`src/rtl/phase_sequencer.sv`:
```
// phase_sequencer: DDS-style phase accumulator that launches one CORDIC
// rotation per accepted sample tick and holds the returned cos/sin pair.
// Ticks arriving while a conversion is in flight are counted as overruns.
// A conversion that never reports done is aborted after TIMEOUT_CYCLES.
//
// Handshake: the CORDIC link is strobe/done. cordic_strb_o is a single-cycle
// launch pulse; the operands on cordic_X_o/Y_o/Z_o are stable from that
// cycle until the next launch. cordic_done_i is honoured only while
// waiting for a result, and any done pulse at another time is dropped.
// sample_valid_o is a single-cycle pulse with no back-pressure. cos_o and
// sin_o hold their value until the next accepted result.
module phase_sequencer #(
  parameter logic signed [7:0] AMP_INIT       = 8'sd78,
  parameter int unsigned       TIMEOUT_CYCLES = 16
) (
  input  logic              clk_i,
  input  logic              rst_i,
  input  logic              enable_i,
  input  logic              sample_tick_i,
  input  logic              phase_clr_i,
  input  logic [15:0]       ftw_i,
  input  logic [7:0]        phase_offset_i,
  output logic              cordic_strb_o,
  output logic signed [7:0] cordic_X_o,
  output logic signed [7:0] cordic_Y_o,
  output logic signed [7:0] cordic_Z_o,
  input  logic              cordic_done_i,
  input  logic signed [7:0] cordic_X_i,
  input  logic signed [7:0] cordic_Y_i,
  output logic signed [7:0] cos_o,
  output logic signed [7:0] sin_o,
  output logic              sample_valid_o,
  output logic              busy_o,
  output logic [7:0]        overrun_cnt_o,
  output logic              timeout_o,
  output logic [1:0]        state_o
);

  localparam logic [1:0] S_IDLE   = 2'd0;
  localparam logic [1:0] S_LAUNCH = 2'd1;
  localparam logic [1:0] S_WAIT   = 2'd2;
  localparam logic [1:0] S_OUT    = 2'd3;

  localparam int WCW = $clog2(TIMEOUT_CYCLES + 1);
  localparam logic [WCW-1:0] WAIT_LAST = WCW'(TIMEOUT_CYCLES - 1);

  logic [1:0]        state_q,   state_d;
  logic [15:0]       acc_q,     acc_d;
  logic [WCW-1:0]    wait_q,    wait_d;
  logic signed [7:0] x_q,       x_d;
  logic signed [7:0] y_q,       y_d;
  logic signed [7:0] z_q,       z_d;
  logic signed [7:0] cos_q,     cos_d;
  logic signed [7:0] sin_q,     sin_d;
  logic [7:0]        ovr_q,     ovr_d;
  logic              to_q,      to_d;

  logic              tick_acc;
  logic [7:0]        angle_base;
  logic [7:0]        angle;

  // A clear in the same cycle as a tick means the launch sees a zero accumulator.
  assign tick_acc   = enable_i & sample_tick_i;
  assign angle_base = phase_clr_i ? 8'h00 : acc_q[15:8];
  assign angle      = angle_base + phase_offset_i;

  // Next-state logic: accumulator, overrun counter and the launch/wait/out sequence.
  always_comb begin
    state_d = state_q;
    acc_d   = acc_q;
    wait_d  = wait_q;
    x_d     = x_q;
    y_d     = y_q;
    z_d     = z_q;
    cos_d   = cos_q;
    sin_d   = sin_q;
    ovr_d   = ovr_q;
    to_d    = to_q;

    if (phase_clr_i) begin
      acc_d = 16'h0000;
    end else if (tick_acc) begin
      acc_d = acc_q + ftw_i;
    end

    if (tick_acc && (state_q != S_IDLE) && (ovr_q != 8'hFF)) begin
      ovr_d = ovr_q + 8'd1;
    end

    case (state_q)
      S_IDLE: begin
        if (tick_acc) begin
          state_d = S_LAUNCH;
          z_d     = angle;
          x_d     = AMP_INIT;
          y_d     = 8'sd0;
        end
      end
      S_LAUNCH: begin
        state_d = S_WAIT;
        wait_d  = '0;
      end
      S_WAIT: begin
        if (cordic_done_i) begin
          cos_d   = cordic_X_i;
          sin_d   = cordic_Y_i;
          state_d = S_OUT;
        end else if (wait_q == WAIT_LAST) begin
          to_d    = 1'b1;
          state_d = S_IDLE;
        end else begin
          wait_d = wait_q + 1'b1;
        end
      end
      S_OUT: begin
        state_d = S_IDLE;
      end
      default: begin
        state_d = S_IDLE;
      end
    endcase
  end

  // State registers; reset clears everything, including the CORDIC operands.
  always_ff @(posedge clk_i) begin
    if (rst_i) begin
      state_q <= S_IDLE;
      acc_q   <= 16'h0000;
      wait_q  <= '0;
      x_q     <= 8'sd0;
      y_q     <= 8'sd0;
      z_q     <= 8'sd0;
      cos_q   <= 8'sd0;
      sin_q   <= 8'sd0;
      ovr_q   <= 8'h00;
      to_q    <= 1'b0;
    end else begin
      state_q <= state_d;
      acc_q   <= acc_d;
      wait_q  <= wait_d;
      x_q     <= x_d;
      y_q     <= y_d;
      z_q     <= z_d;
      cos_q   <= cos_d;
      sin_q   <= sin_d;
      ovr_q   <= ovr_d;
      to_q    <= to_d;
    end
  end

  assign cordic_strb_o  = (state_q == S_LAUNCH);
  assign sample_valid_o = (state_q == S_OUT);
  assign busy_o         = (state_q != S_IDLE);
  assign cordic_X_o     = x_q;
  assign cordic_Y_o     = y_q;
  assign cordic_Z_o     = z_q;
  assign cos_o          = cos_q;
  assign sin_o          = sin_q;
  assign overrun_cnt_o  = ovr_q;
  assign timeout_o      = to_q;
  assign state_o        = state_q;

endmodule

```
`config.mk`:
```
export PLATFORM = sky130hd
export DESIGN_NAME = phase_sequencer
export DESIGN_NICKNAME = d
export VERILOG_FILES = /design/src/rtl/phase_sequencer.sv
export SDC_FILE = /design/constraint.sdc
export NUM_CORES = 1
export LEC_CHECK = 0
export ABC_CLOCK_PERIOD_IN_PS = 3100
export CAP_MARGIN = 10
export CORE_MARGIN = 3
export CORE_UTILIZATION = 23
export DETAILED_ROUTE_END_ITERATION = 7
export PLACE_DENSITY = 0.54
export SLEW_MARGIN = 10
export SYNTH_ARGS = -nofsm -noshare
export SYNTH_HDL_FRONTEND = slang
export SYNTH_SLANG_ARGS = --single-unit
```
`constraint.sdc`:
```
create_clock -name clk_i -period 3.1 [get_ports clk_i]
set_input_delay 0.62 -clock clk_i [delete_from_list [all_inputs] [get_ports clk_i]]
set_output_delay 0.62 -clock clk_i [all_outputs]
set_load 0.05 [all_outputs]
```
==> impl_metrics.tcl, run 1 <==
set metrics [dict create \
    synth_ff_type "dfxtp_1" \
    core_mm2 0.01415 \
    min_path_type "register to register" \
    synth_area_mm2 0.003398 \
    crit_chain "inv_1 -> ha_1 -> inv_1 -> clkdlybuf4s50_1" \
    fin_crit_sh 0.8569 \
    final_core_util 0.3348 \
    port_buffers 87 \
    peakVddDrop_v 0.0002920 \
    cp-end-kind "output port" \
    slew_viol_final 0 \
    synth_seq_cells 57 \
    leakage_nw 1.883 \
    clkPwrFrac 0.378 \
    period_needed_ns 2.656 \
    die_w_um 127.6 \
    syn_area_per_cell_um2 8.015 \
    max_stage_delay_ns 0.82 \
    worstMarginPinSlew_ns 0.6136 \
    numCtsBuffers 9 \
    cp-start-kind "register" \
    die_h_um 127.6 \
    post-cts-setup-buffers 0 \
    finalHoldViolCount 0 \
    hold_ws_ns 0.4537 \
    cts_resized 0 \
    clock_path_buffers 2 \
    cpMaxStageDelayCell "clkdlybuf4s50_1" \
    synth.largest_area_cell "dfxtp_1" \
    avgViaCountPerCell 4.578 \
    fin_ws_ns 0.4436 \
    wire_per_inst_um 13.16 \
    drtPass1Iterations 4 \
    reg2reg_from "acc_q[8]$_SDFFE_PP0P_" \
    cts.clk_slew.worst_paths_ns 0.05 \
    setup_tns_ns 0 \
    fmax_ghz 0.3765 \
    crit_family "buffers and inverters" \
    dieArea_mm2 0.01627 \
    hold_depth 2 \
    hold_path_end "acc_q[4]$_SDFFE_PP0P_" \
    r2r_setup_slack_ns 0.90 \
    detail-route-antenna-nets 0 \
    synth_area_leaders "dfxtp_1 34%, ha_1 11%, nand2_1 8.0%, a21oi_1 6.5%, nor2_1 3.8%" \
    synth_top_area_frac 0.3358 \
    netSwitchingPower_mw 0.9335 \
    async_reset_ff_frac 0 \
    reg2reg_to "cordic_Z_o[6]$_SDFFE_PP0P_" \
    place_worst_setup_slack_ns 0.1341 \
    place_inst 681 \
    initial_core_util 0.2402 \
    instances_no_fill 697 \
    cts-htree-levels 3 \
    yosysWarnings 0 \
    grt_pass1_vias 3024 \
    setup_viol 0 \
    synthCells 424 \
    layout_common_cells "87 x clkdlybuf4s50_1, 72 x nand2_1, 57 x dfxtp_1" \
    clockRootBuffer "clkbuf_16" \
    grt_pass1_wl_um 14710 \
    area_delta_synth_final_pct 39.40 \
    grt-ovfl-total 0 \
    crit_top_cell "inv_1" \
    worstPathArrival_ns 2.04 \
    antenna_found_initial 0 \
    required_ns 2.48 \
    p_comb_frac 0.313 \
    hp-start "acc_q[4]$_SDFFE_PP0P_" \
    insertion_delay_ns 0.33 \
    place.gp.congestion 0.7951 \
    seq_power_share 0.308 \
    ys_types 51 \
    critPathMaxFanout 6 \
    path_buf_inv 3 \
    swShare 0.3451 \
    fin_nets 589 \
    powerDensity_mw_per_mm2 571.0 \
    fill_cells 1479 \
    cts.sinks 57 \
    rsz0062_at_grt "no" \
    ioPinCount 100 \
    relSlewSlack 0.5899 \
    reg2regPathDepth 9 \
    internal_power_mw 1.771 \
    drive_gt1_frac 0.05416 \
    final_common_cell "clkdlybuf4s50_1" \
    crit_type "register to output port" \
    ys_seq_area_frac 0.3358 \
    drv_cap 0 \
    antenna_cells 0 \
    status "complete, no violations" \
    synth_edf_count 0 \
    cts_tree "built" \
    via_count 3191 \
    rows 43 \
    cts_hold_buf 0 \
    drt_iter0_markers 159 \
    grt_max_degree 24 \
    drc 0 \
    grt_usage 0.1128 \
    route.final.wire_length_um 9172 \
    fin_skew_ns 0.004040 \
    dpl.hpwl_um 7224 \
]
[flip-flops by register name, indices dropped and copies added, names as in the netlist]
name	cells
acc_q	16
cordic_Z_o	8
cos_o	8
overrun_cnt_o	8
sin_o	8
wait_q	5
state_o	2
cordic_X_o	1
timeout_o	1
[metrics by stage]
stage,instance area [um2],power (mW)
2_1_floorplan,3440,1.436
3_3_place_gp,4420,1.692
3_5_place_dp,4420,1.702
4_1_cts,4737,2.748
5_1_grt,4737,2.842
6_report,4737,2.705
[worst reg2reg max path, cell delays in order (launching register included)]
cell      delay (ns)
dfxtp_1         0.43
nor2b_1         0.17
ha_1            0.17
inv_1           0.05
fa_1            0.37
nor2b_1         0.15
o21ai_0         0.12
a21boi_0        0.37
o21a_1          0.16
o211ai_1        0.09
[cell families (layout without fill, tap and decap cells)]
kind of cell,count (synthesis),in the layout,synth area share
AOI/OAI and AO/OA,108,108,0.2062
xor gates and xnor gates,14,14,0.03608
adders and majority gates,31,31,0.1186
buffers and inverters,39,121,0.06038
DFF,57,57,0.3358
muxes,1,1,0.002946
other,1,12,0.001104
and+or+nand+nor,173,173,0.2390
[cells in the mapped netlist, drive strengths merged (2+ instances only)]
cell    instances
a211o           4
a211oi          3
a21boi          2
a21o           11
a21oi          45
a311oi          3
a31oi           4
a32o            2
and2            4
and3            9
buf            18
clkbuf          9
dfxtp          57
fa              2
ha             29
inv            12
nand2          72
nand3          11
nand4          11
nand4b          2
nor2           34
nor2b           9
nor3            5
nor3b           2
nor4            2
o211ai          9
o21a            4
o21ai          10
o21bai          2
o31a            2
or2             4
or3             4
xnor2           7
xor2            7
[power by group through the flow]
stage | Sequential (mW) | Clock, mW | Combinational (mW)
finish | 0.833 | 1.02 | 0.848
CTS | 0.834 | 1.06 | 0.855
floorplan | 1.00 | 0 | 0.434
detailed placement | 0.850 | 0 | 0.853
global route | 0.841 | 1.09 | 0.914
global placement | 0.846 | 0 | 0.846
[per-layer routing]
metal  wire length (um)  GRT usage
met1               4257     0.1414
met2               4235     0.1855
met3                529    0.02676
met4                150    0.04732
met5                  0          0
[how the worst max path moves through the flow]
| stage | end | depth (start not counted) | startpoint |
|---|---|---|---|
| 6_report | busy_o | 4 | state_o[0]$_SDFFE_PP0P_ |
| 5_1_grt | busy_o | 4 | state_o[0]$_SDFFE_PP0P_ |
| 4_1_cts | busy_o | 4 | state_o[0]$_SDFFE_PP0P_ |
| 3_5_place_dp | acc_q[10]$_SDFFE_PP0P_ | 8 | ftw_i[0] |
| 3_3_place_gp | acc_q[10]$_SDFFE_PP0P_ | 8 | ftw_i[0] |
| 2_1_floorplan | acc_q[10]$_SDFFE_PP0P_ | 7 | ftw_i[0] |
[final cells by class]
class | count | area [um2] | share of cell area
Timing Repair Buffer | 93 | 915.9 | 0.1933
Inverter | 12 | 45.04 | 0.009509
Tap cell | 180 | 225.2 | 0.04754
Clock buffer | 12 | 266.5 | 0.05626
Multi-Input combinational cell | 339 | 2093 | 0.4419
Clock inverter | 4 | 50.05 | 0.01057
Sequential cell | 57 | 1141 | 0.2409
Power figures use the tool's default switching activity.
==> run 2: changes to the inputs <==
- CORE_UTILIZATION: 23 -> 47
- PLACE_DENSITY: 0.54 -> 0.89
==> impl_metrics.tcl, run 2 (synthesis gave the netlist of run 1 again) <==
set metrics [dict create \
    status "complete, no violations" \
    detail-route-antenna-nets 0 \
    avgViaCountPerCell 5.411 \
    crit_top_cell "inv_1" \
    antenna_cells 0 \
    fin_nets 587 \
    grt-ovfl-total 0 \
    crit_chain "inv_1 -> ha_1 -> inv_1 -> clkdlybuf4s50_1" \
    place_inst 595 \
    hold_depth 2 \
    period_needed_ns 2.669 \
    post-cts-setup-buffers 0 \
    setup_viol 0 \
    drc 0 \
    drv_cap 0 \
    layout_common_cells "87 x clkdlybuf4s50_1, 72 x nand2_1, 57 x dfxtp_1" \
    drt_iter0_markers 133 \
    final_common_cell "clkdlybuf4s50_1" \
    required_ns 2.48 \
    place.gp.congestion 0.9565 \
    cts_hold_buf 0 \
    grt_pass1_wl_um 14150 \
    cts-htree-levels 3 \
    leakage_nw 1.846 \
    reg2reg_from "acc_q[0]$_SDFFE_PP0P_" \
    cts.clk_slew.worst_paths_ns 0.08 \
    worstMarginPinSlew_ns 0.5996 \
    hp-start "sin_o[4]$_SDFFE_PP0P_" \
    core_mm2 0.006907 \
    cp_num_cells 4 \
    dpl.hpwl_um 6437 \
    top_register "acc_q" \
    wire_per_inst_um 14.06 \
    min_path_type "register to register" \
    initial_core_util 0.4920 \
    cts_resized 0 \
    cts_tree "built" \
    die_h_um 91.03 \
    cpMaxStageDelayCell "clkdlybuf4s50_1" \
    peakVddDrop_v 0.0002658 \
    worstPathArrival_ns 2.05 \
    reg2regPathDepth 7 \
    crit_family "buffers and inverters" \
    critPathMaxFanout 6 \
    max_stage_delay_ns 0.82 \
    antenna_found_initial 0 \
    port_buffers 87 \
    cts.sinks 57 \
    dieArea_mm2 0.008286 \
    grt_max_degree 43 \
    die_w_um 91.03 \
    numCtsBuffers 9 \
    powerDensity_mw_per_mm2 561.8 \
    cp-start-kind "register" \
    relSlewSlack 0.5988 \
    largest_reg_flops 16 \
    area_delta_synth_final_pct 33.87 \
    hold_path_end "sin_o[4]$_SDFFE_PP0P_" \
    path_buf_inv 3 \
    grt_usage 0.2074 \
    fmax_ghz 0.3747 \
    grt_pass1_vias 3228 \
    reg2reg_to "acc_q[10]$_SDFFE_PP0P_" \
    clock_path_buffers 2 \
    slew_viol_final 0 \
    rsz0062_at_grt "no" \
    rows 30 \
    finalHoldViolCount 0 \
    fin_crit_sh 0.8608 \
    crit_type "register to output port" \
    insertion_delay_ns 0.35 \
    clockRootBuffer "clkbuf_8" \
    instances_no_fill 611 \
    drive_gt1_frac 0.05049 \
    via_count 3306 \
    fin_skew_ns 0.01160 \
    ioPinCount 100 \
    route.final.wire_length_um 8591 \
    cp-end-kind "output port" \
    r2r_setup_slack_ns 0.88 \
    setup_tns_ns 0 \
    drtPass1Iterations 4 \
]
-- run 2: final cells by class --
class / instances / area [um2]
fill: 584 / 2357
clock buffer: 9 / 123.9
clock inverter: 7 / 125.1
tap: 96 / 120.1
timing repair buffer: 91 / 900.9
multi-input combinational: 339 / 2093
inverter: 12 / 45.04
sequential: 57 / 1141
-- run 2: worst min-delay path: stages, from the launching register on --
cell	delay, ns
dfxtp_1	0.31
nand2_1	0.05
a21oi_1	0.05
-- run 2: metrics by stage --
step                      hold slack, ns  power (mW)  area (um2)  utilization  setup slack (ns)
after CTS                         0.4582       2.569        4549       0.6587            0.4229
after floorplan                   0.4356       1.436        3440            -            0.7541
final                             0.4550       2.556        4549       0.6587            0.4314
after global placement            0.4411       1.664        4300       0.6226            0.2331
after global routing              0.4692       2.663        4549       0.6587            0.3490
after detailed placement          0.4474       1.686        4300       0.6226            0.1720
-- run 2: power breakdown --
group	switching, mW	leakage (nW)	internal, mW
Sequential	0.0418	0.462	0.786
Clock	0.340	0.124	0.542
Combinational	0.552	1.26	0.295
Total	0.933	1.85	1.62
-- run 2: per-layer routing --
layer,vias to the layer above,GRT usage,share of wire
met1,1537,0.2417,0.43
met4,0,0.09422,0.019
met3,13,0.05054,0.057
met5,-,0,0
met2,105,0.3574,0.50
li1,1651,-,-
-- run 2: worst max path at each step --
stage                                 start                endpoint  slack (ns)
floorplan                          ftw_i[0]  acc_q[10]$_SDFFE_PP0P_        0.75
global placement                   ftw_i[0]  acc_q[10]$_SDFFE_PP0P_        0.23
detailed placement                 ftw_i[0]  acc_q[10]$_SDFFE_PP0P_        0.17
CTS                 state_o[0]$_SDFFE_PP0P_                  busy_o        0.42
global route        state_o[0]$_SDFFE_PP0P_                  busy_o        0.35
finish              state_o[0]$_SDFFE_PP0P_                  busy_o        0.43
